### config.mk
export PLATFORM = sky130hd
export DESIGN_NAME = memref_port_responder
export DESIGN_NICKNAME = d
export VERILOG_FILES = /design/src/rtl/memref_port_responder.sv
export SDC_FILE = /design/constraint.sdc
export NUM_CORES = 2
export LEC_CHECK = 0
export CORE_ASPECT_RATIO = 0.7
export CORE_MARGIN = 10
export CORE_UTILIZATION = 55
export CTS_CLUSTER_SIZE = 12
export DETAILED_ROUTE_END_ITERATION = 12
export PLACE_DENSITY_LB_ADDON = 0.05
export SLEW_MARGIN = 20
export SYNTH_ARGS = -nofsm -noshare
export SYNTH_HDL_FRONTEND = slang
export SYNTH_SLANG_ARGS = --single-unit
### constraint.sdc
create_clock -name clk -period 6.1 [get_ports clk]
set_input_delay 1.22 -clock clk [delete_from_list [all_inputs] [get_ports clk]]
set_output_delay 1.22 -clock clk [all_outputs]
set_load 0.02 [all_outputs]
### src/rtl/memref_port_responder.sv
// rtl/memref_port_responder.sv - SIZE x WIDTH memref port responder with kernel access and host LOAD/DUMP streams
// Kernel reads/writes are served only while idle; the host FSM owns the array during LOAD and DUMP.
module memref_port_responder #(
  parameter int WIDTH      = 32,
  parameter int SIZE       = 64,
  parameter int ADDR_W     = $clog2(SIZE),
  parameter int RD_LATENCY = 1
) (
  input  logic              clk,
  input  logic              rst,
  input  logic [ADDR_W-1:0] k_addr,
  input  logic              k_rd_en,
  input  logic              k_wr_en,
  input  logic [WIDTH-1:0]  k_wr_data,
  output logic [WIDTH-1:0]  k_rd_data,
  output logic              k_rd_valid,
  output logic              k_err,
  input  logic              h_start,
  input  logic              h_mode,
  output logic              h_busy,
  output logic              h_done,
  input  logic              h_in_valid,
  output logic              h_in_ready,
  input  logic [WIDTH-1:0]  h_in_data,
  output logic              h_out_valid,
  input  logic              h_out_ready,
  output logic [WIDTH-1:0]  h_out_data
);

  localparam int CNT_W = ADDR_W + 1;
  localparam logic [CNT_W-1:0] SIZE_C = CNT_W'(SIZE);
  localparam logic [CNT_W-1:0] LAST_C = CNT_W'(SIZE - 1);
  localparam logic [CNT_W-1:0] CNT_ONE = CNT_W'(1);
  localparam logic [2:0] WAIT_LAST = 3'(RD_LATENCY > 1 ? RD_LATENCY - 2 : 0);

  localparam logic [2:0] S_IDLE      = 3'd0;
  localparam logic [2:0] S_LOAD      = 3'd1;
  localparam logic [2:0] S_DUMP_RD   = 3'd2;
  localparam logic [2:0] S_DUMP_WAIT = 3'd3;
  localparam logic [2:0] S_DUMP_OUT  = 3'd4;

  logic [2:0]        state;
  logic [CNT_W-1:0]  cnt;
  logic [2:0]        wait_cnt;
  logic [WIDTH-1:0]  mem [SIZE];
  logic              pipe_valid [RD_LATENCY];
  logic [WIDTH-1:0]  pipe_data  [RD_LATENCY];
  logic [WIDTH-1:0]  out_data;
  logic              err;

  logic              idle;
  logic              k_addr_ok;
  logic              k_rd_fire;
  logic              k_wr_fire;
  logic              k_access_err;
  logic              load_fire;
  logic              out_fire;
  logic              cnt_last;
  logic [ADDR_W-1:0] cnt_addr;
  logic [WIDTH-1:0]  k_rd_word;

  assign idle         = (state == S_IDLE);
  assign k_addr_ok    = ({1'b0, k_addr} < SIZE_C);
  assign k_rd_fire    = idle & k_rd_en;
  assign k_wr_fire    = idle & k_wr_en & k_addr_ok;
  assign k_access_err = (!idle & (k_rd_en | k_wr_en)) | (k_rd_en & k_wr_en);
  assign load_fire    = (state == S_LOAD) & h_in_valid;
  assign out_fire     = (state == S_DUMP_OUT) & h_out_ready;
  assign cnt_last     = (cnt == LAST_C);
  assign cnt_addr     = cnt[ADDR_W-1:0];
  // Read happens before the same-edge write lands, so rd+wr returns the old word.
  assign k_rd_word    = k_addr_ok ? mem[k_addr] : '0;

  // Kernel and host writers are mutually exclusive: the kernel only writes while idle.
  always_ff @(posedge clk) begin
    if (k_wr_fire) begin
      mem[k_addr] <= k_wr_data;
    end else if (load_fire) begin
      mem[cnt_addr] <= h_in_data;
    end
  end

  always_ff @(posedge clk or negedge rst) begin
    if (!rst) begin
      state    <= S_IDLE;
      cnt      <= '0;
      wait_cnt <= '0;
      out_data <= '0;
      err      <= 1'b0;
      for (int i = 0; i < RD_LATENCY; i++) begin
        pipe_valid[i] <= 1'b0;
        pipe_data[i]  <= '0;
      end
    end else begin
      // The read pipe keeps shifting while busy so reads issued before h_start complete.
      pipe_valid[0] <= k_rd_fire;
      pipe_data[0]  <= k_rd_fire ? k_rd_word : '0;
      for (int i = 1; i < RD_LATENCY; i++) begin
        pipe_valid[i] <= pipe_valid[i-1];
        pipe_data[i]  <= pipe_data[i-1];
      end

      if (k_access_err) begin
        err <= 1'b1;
      end

      case (state)
        S_IDLE: begin
          if (h_start) begin
            cnt   <= '0;
            state <= h_mode ? S_DUMP_RD : S_LOAD;
          end
        end
        S_LOAD: begin
          if (h_in_valid) begin
            cnt <= cnt + CNT_ONE;
            if (cnt_last) begin
              state <= S_IDLE;
            end
          end
        end
        S_DUMP_RD: begin
          out_data <= mem[cnt_addr];
          wait_cnt <= '0;
          state    <= (RD_LATENCY > 1) ? S_DUMP_WAIT : S_DUMP_OUT;
        end
        S_DUMP_WAIT: begin
          if (wait_cnt == WAIT_LAST) begin
            state <= S_DUMP_OUT;
          end else begin
            wait_cnt <= wait_cnt + 3'd1;
          end
        end
        S_DUMP_OUT: begin
          if (h_out_ready) begin
            cnt   <= cnt + CNT_ONE;
            state <= cnt_last ? S_IDLE : S_DUMP_RD;
          end
        end
        default: begin
          state <= S_IDLE;
        end
      endcase
    end
  end

  assign k_rd_valid  = pipe_valid[RD_LATENCY-1];
  assign k_rd_data   = pipe_data[RD_LATENCY-1];
  assign k_err       = err;
  assign h_busy      = !idle;
  assign h_in_ready  = (state == S_LOAD);
  assign h_out_valid = (state == S_DUMP_OUT);
  assign h_out_data  = out_data;
  assign h_done      = (load_fire | out_fire) & cnt_last;

endmodule
# ---- Word-level counts from Yosys, hierarchy flattened
# Memory sizes are Yosys's and may differ from the RTL's. A register that Yosys moved wholly into a read port is not among the register bits.
# Cells that the tools add are included.
dict set report word_totals {
  regBits 47
  latch_bits 0
  mem_bits_rw 2048
  rom_bits 0
  input_bits 78
  out_inout_bits 70
  elab_cells 63
  n_memories 1
}
dict set report classes {
  addsub 2
  n_mul 0
  n_div 0
  n_lt_le_gt_ge 0
  eq_ne 11
  shifts 0
  muxes 23
  n_bitwise 10
  reduce_logical 10
}
# memory words word_bits read_ports rd_ports_with_merged_regs write_ports line_no
set mem_list {}
lappend mem_list {mem 64 32 2 1 1 45} ;# logic [WIDTH-1:0] mem [SIZE];
# operator count
set op_table {}
lappend op_table {{$mux 32} 2}
lappend op_table {{$reduce_or 32->1} 1}
lappend op_table {{$mux 7} 3}
lappend op_table {{$pmux 7 s3} 1}
lappend op_table {{$mux 3} 6}
lappend op_table {{$pmux 3 s5} 1}
lappend op_table {{$ne 2x2->1 const B} 4}
lappend op_table {{$add 7x1->7 const B} 1}
lappend op_table {{$and 1x1->1} 7}
lappend op_table {{$eq 7x6->1 const B} 1}
lappend op_table {{$eq 3x2->1 const B} 2}
lappend op_table {{$logic_not 3->1} 2}
lappend op_table {{$mux 1} 6}
lappend op_table {{$mux 6} 1}
lappend op_table {{$pmux 3 s2} 1}
lappend op_table {{$reduce_and 5->1} 1}
lappend op_table {{$mux 2} 2}
lappend op_table {{$ne 2x1->1 const B} 2}
lappend op_table {{$reduce_and 4->1} 1}
lappend op_table {{$add 3x1->3 const B} 1}
lappend op_table {{$eq 3x1->1 const B} 1}
lappend op_table {{$eq 3x3->1 const B} 1}
lappend op_table {{$or 1x1->1} 3}
lappend op_table {{$reduce_bool 3->1} 1}
lappend op_table {{3 further kinds} 4}

# ---- Logic depth before layout (Yosys ltp)
dict set report depth {
  depth_word 7
  ltp_mapped 9
  ltp_nobuf 7
}

# ---- Worst setup path after synthesis
# Ideal clock, no wire load.
dict set report synth_timing {
  kind {input port to flip-flop}
  from {input k_addr[3]}
  to {memory mem[43][0] (enable)}
  setup_time_ps 421
  t_arrival_ps 3888
  required_ps 5679
  setup_slack_ps 1791
  stages 7
  n_path_buf 3
  path_cell_list {buf_2 buf_2 buf_1 nand2_1 nand2_1 nand2_1 nor2_1}
}
dict set report synth_between {
  elab_chain_len 1
}
# item line_no
set synth_lines {}
lappend synth_lines {{start: declaration} 11} ;# input logic [ADDR_W-1:0] k_addr,
lappend synth_lines {{$mux 6 (no source line)} -}
lappend synth_lines {{end: declaration} 45}
# No other way between the ends.

# ---- Worst setup path in the final report
dict set report layout_timing {
  from {input h_in_valid}
  to {output h_done}
}
dict set report layout_between {
  elab_chain_len 3
}
# item line_no
set layout_lines {}
lappend layout_lines {{start: declaration} 22} ;# input logic h_in_valid,
lappend layout_lines {{$and 1x1->1} 67} ;# assign load_fire = (state == S_LOAD) & h_in_valid;
lappend layout_lines {{$or 1x1->1} 154} ;# assign h_done = (load_fire | out_fire) & cnt_last;
lappend layout_lines {{$and 1x1->1} 154}
lappend layout_lines {{end: declaration} 21} ;# output logic h_done,
# No other way between the ends.

==> impl_metrics.ini <==
[run_status]
status = finished, final reports clean

[synthesis]
postSynth.topFlopCell = edfxtp_1
syn-mean-instance-area_sq_um = 20.72
synth_nets = 4748
asyncSetResetFlopFracSynth_pct = 3.714
synth_top_area_share_pct = 63.59
post_synth_inst_count = 4667
synth_most_common_cell = edfxtp_1
synthTopCellsByCount = edfxtp_1 (2048), mux4_2 (1124), nand2_1 (263)
synth-edff-count = 2048
ys_seq_elements = 2127
synthDominantAreaCellType = edfxtp_1
synth_top_cells_by_area = edfxtp_1 (64%), mux4_2 (26%), dfrtp_1 (2.0%)
yosysWarningCount = 0
ys_seq_area_share_pct = 65.64
synth.distinct_cells = 51
synth.cell_area_sq_mm = 0.09671

[setup_path]
arrival_time_at_the_worst_endpoint_ns = 3.52
crit_required_ns = 4.88
worstPathMaxFanout = 13
crit_type = in -> out
worst_setup_path_start_kind = input port
setup.worst_path.end_class = output pin

[route]
vias_per_cell = 7.305
detail_route.iter0.violations = 7642
first_pass_iters = 6
drc = 0
vias = 53810
ant_nets = 0
routedWlPerCell_um = 39.91
route.final.wire_length_um = 294000

[hold_path]
min_path_type = in -> async

[clocking]
cts_hold_repair.buffers = 0
cts_sinks = 2127
cts.reportedPaths.clkPinSlew_ns = 0.06
cts-root-to-sink-buffers = 3
postCtsSetupBuffers = 0
cts_inserted_buffers = 205
tritoncts = built
clockRootBuffer = clkbuf_16
post_cts.resized_instances = 0
clock_latency_ns = 0.86
maximum_level_of_the_cts_h_tree = 4

[grt]
grt_start_max_net_pins = 104
globalRoute.busiestLayer = met1
global_route_wire_length_before_repair_um = 415700
antenna_found_initial = 4
gr-total-overflow = 0
met1_usage_pct = 45.70
fraction_of_met2_tracks_used_by_global_routing_pct = 44.35
grt_pass1_vias = 53490
overall_fraction_of_global_route_tracks_in_use_pct = 30.37
use_met3_pct = 7.485

[floorplan]
core.rowCount = 128
initial_core_util_pct = 55.45
io_pins = 148
die_y_um = 370.8
design.die.area_sq_mm = 0.1933
fp.coreArea_sq_mm = 0.1744
die_w_um = 521.2

[sta]
setup_viol = 0
timing.final.crit_share_pct = 77.69
fmax_mhz = 211.0
period_minus_slack_ns = 4.739
slew_violations = 0
timing_hold_violations_final = 0
maxSlewHeadroom_pct = 24.44
timing.setup.tns_ns = 0
worstMarginPinSlew_ns = 1.131
grt_setup_unrepaired = no
worst_clock_skew_ns = 0.02174

[layout]
layout.nets = 4957
post_layout_nonfiller_instances = 7366
drive_gt1_share_pct = 33.87
synthesis_to_finish_area_growth_pct = 12.13

[power]
power.ir.vdd_worst_mv = 0.3128
cellPowerDensity_mw_per_mm2 = 365.1
total_leakage_power_uw = 0.03357

[placement]
place_hpwl_um = 181800
gp_routability_congestion = 0.8387
dp.cells = 7008
buffer_ports.inserted = 147

[flow_run]
maxCapViolCount = 0
power breakdown:
part	internal, uW	switching [uW]
Clock	6440	5450
Sequential	16900	430
Combinational	4280	6050
Total	27700	11900
kinds of logic (layout without fill, tap and decap cells):
kind of cell	after synthesis	in the layout	share of synthesized area, %
buffers and inverters	370	725	1.660
XOR/XNOR	6	6	0.05434
AND/OR/NAND/NOR	457	457	2.060
multiplexers	1266	1266	27.65
adder cells (fa/ha/maj)	3	3	0.03882
flip-flops	2127	2127	65.64
other	0	4	0
AO/OA/AOI/OAI	438	438	2.906
cells in the final DEF, fill, tap and decap left out, types with 4 or more instances in the layout:
cell type           n
nor2b_4             4
mux4_2           1124
buf_12             41
clkbuf_16         208
o21ai_1            11
clkinv_1           13
nor2_4             69
dfrtp_1            75
clkbuf_1          106
o22ai_1            44
clkinv_8            6
nand2_4             5
clkinv_2            5
inv_6               6
or3_1              16
a21oi_1           104
inv_1               8
a31oi_1            28
nor2_1             18
nand3b_1            5
nand3_1            16
a211oi_1           29
mux2i_1           142
nand2_1           230
xnor2_1             5
nand2b_1            7
a22oi_1           156
buf_4             174
clkdlybuf4s50_1   142
o21ai_0            48
nor2b_1            35
edfxtp_1         2048
clkbuf_8            7
diode_2             4
nand2_2            28
critical path, cell delays in order:
cell	delay [ns]
clkdlybuf4s50_1	0.57
nor4bb_4	0.60
buf_4	0.30
a21oi_1	0.09
nor2_1	0.12
clkdlybuf4s50_1	0.62
sequential cells by signal, summed over array words and instances (netlist names):
signal	cells
k_rd_valid	1
mem	2048
k_rd_data	32
state	3
wait_cnt	3
cnt	7
k_err	1
h_out_data	32
path summary, 6_finish.rpt:
path / slack [ns] / to / depth (start not counted) / from
min reg2reg: 0.48 / k_err / 1 / k_err
max in group asynchronous: 4.74 / h_out_data[12] / 2 / rst
min in group clk: 0.48 / k_err / 1 / k_err
min: 0.34 / h_out_data[16] / 1 / rst
max reg2reg: 1.94 / mem[19][22] / 6 / state[1]
max: 1.36 / h_done / 6 / h_in_valid
metrics by stage:
stage	hold WS, ns	setup WS, ns	area (sq um)	util [%]	power, uW
2_1_floorplan	0.4857	1.791	96710	-	24210
3_3_place_gp	0.4776	1.030	102400	58.70	27920
3_5_place_dp	0.4713	1.023	102400	58.70	27960
4_1_cts	0.2927	1.318	108400	62.14	39700
5_1_grt	0.3178	1.240	108400	62.17	40860
6_report	0.3403	1.361	108400	62.18	39590
routing by layer:
layer	share of wire, %	vias up
met5	0	-
met4	3.3	0
met3	12	482
met2	45	3576
met1	40	29030
li1	-	20720
area by class of cell:
cell class / instances / area [sq um]
diodes: 4 / 10.01
flip-flops and latches: 2127 / 63490
fillers: 11950 / 65970
inverters: 10 / 37.54
multi-input cells: 2170 / 32340
clock inverters: 33 / 314.1
well taps: 2340 / 2928
repair buffers: 362 / 3635
clock buffers: 320 / 5685
No activity file was read; power rests on OpenSTA's default activity.
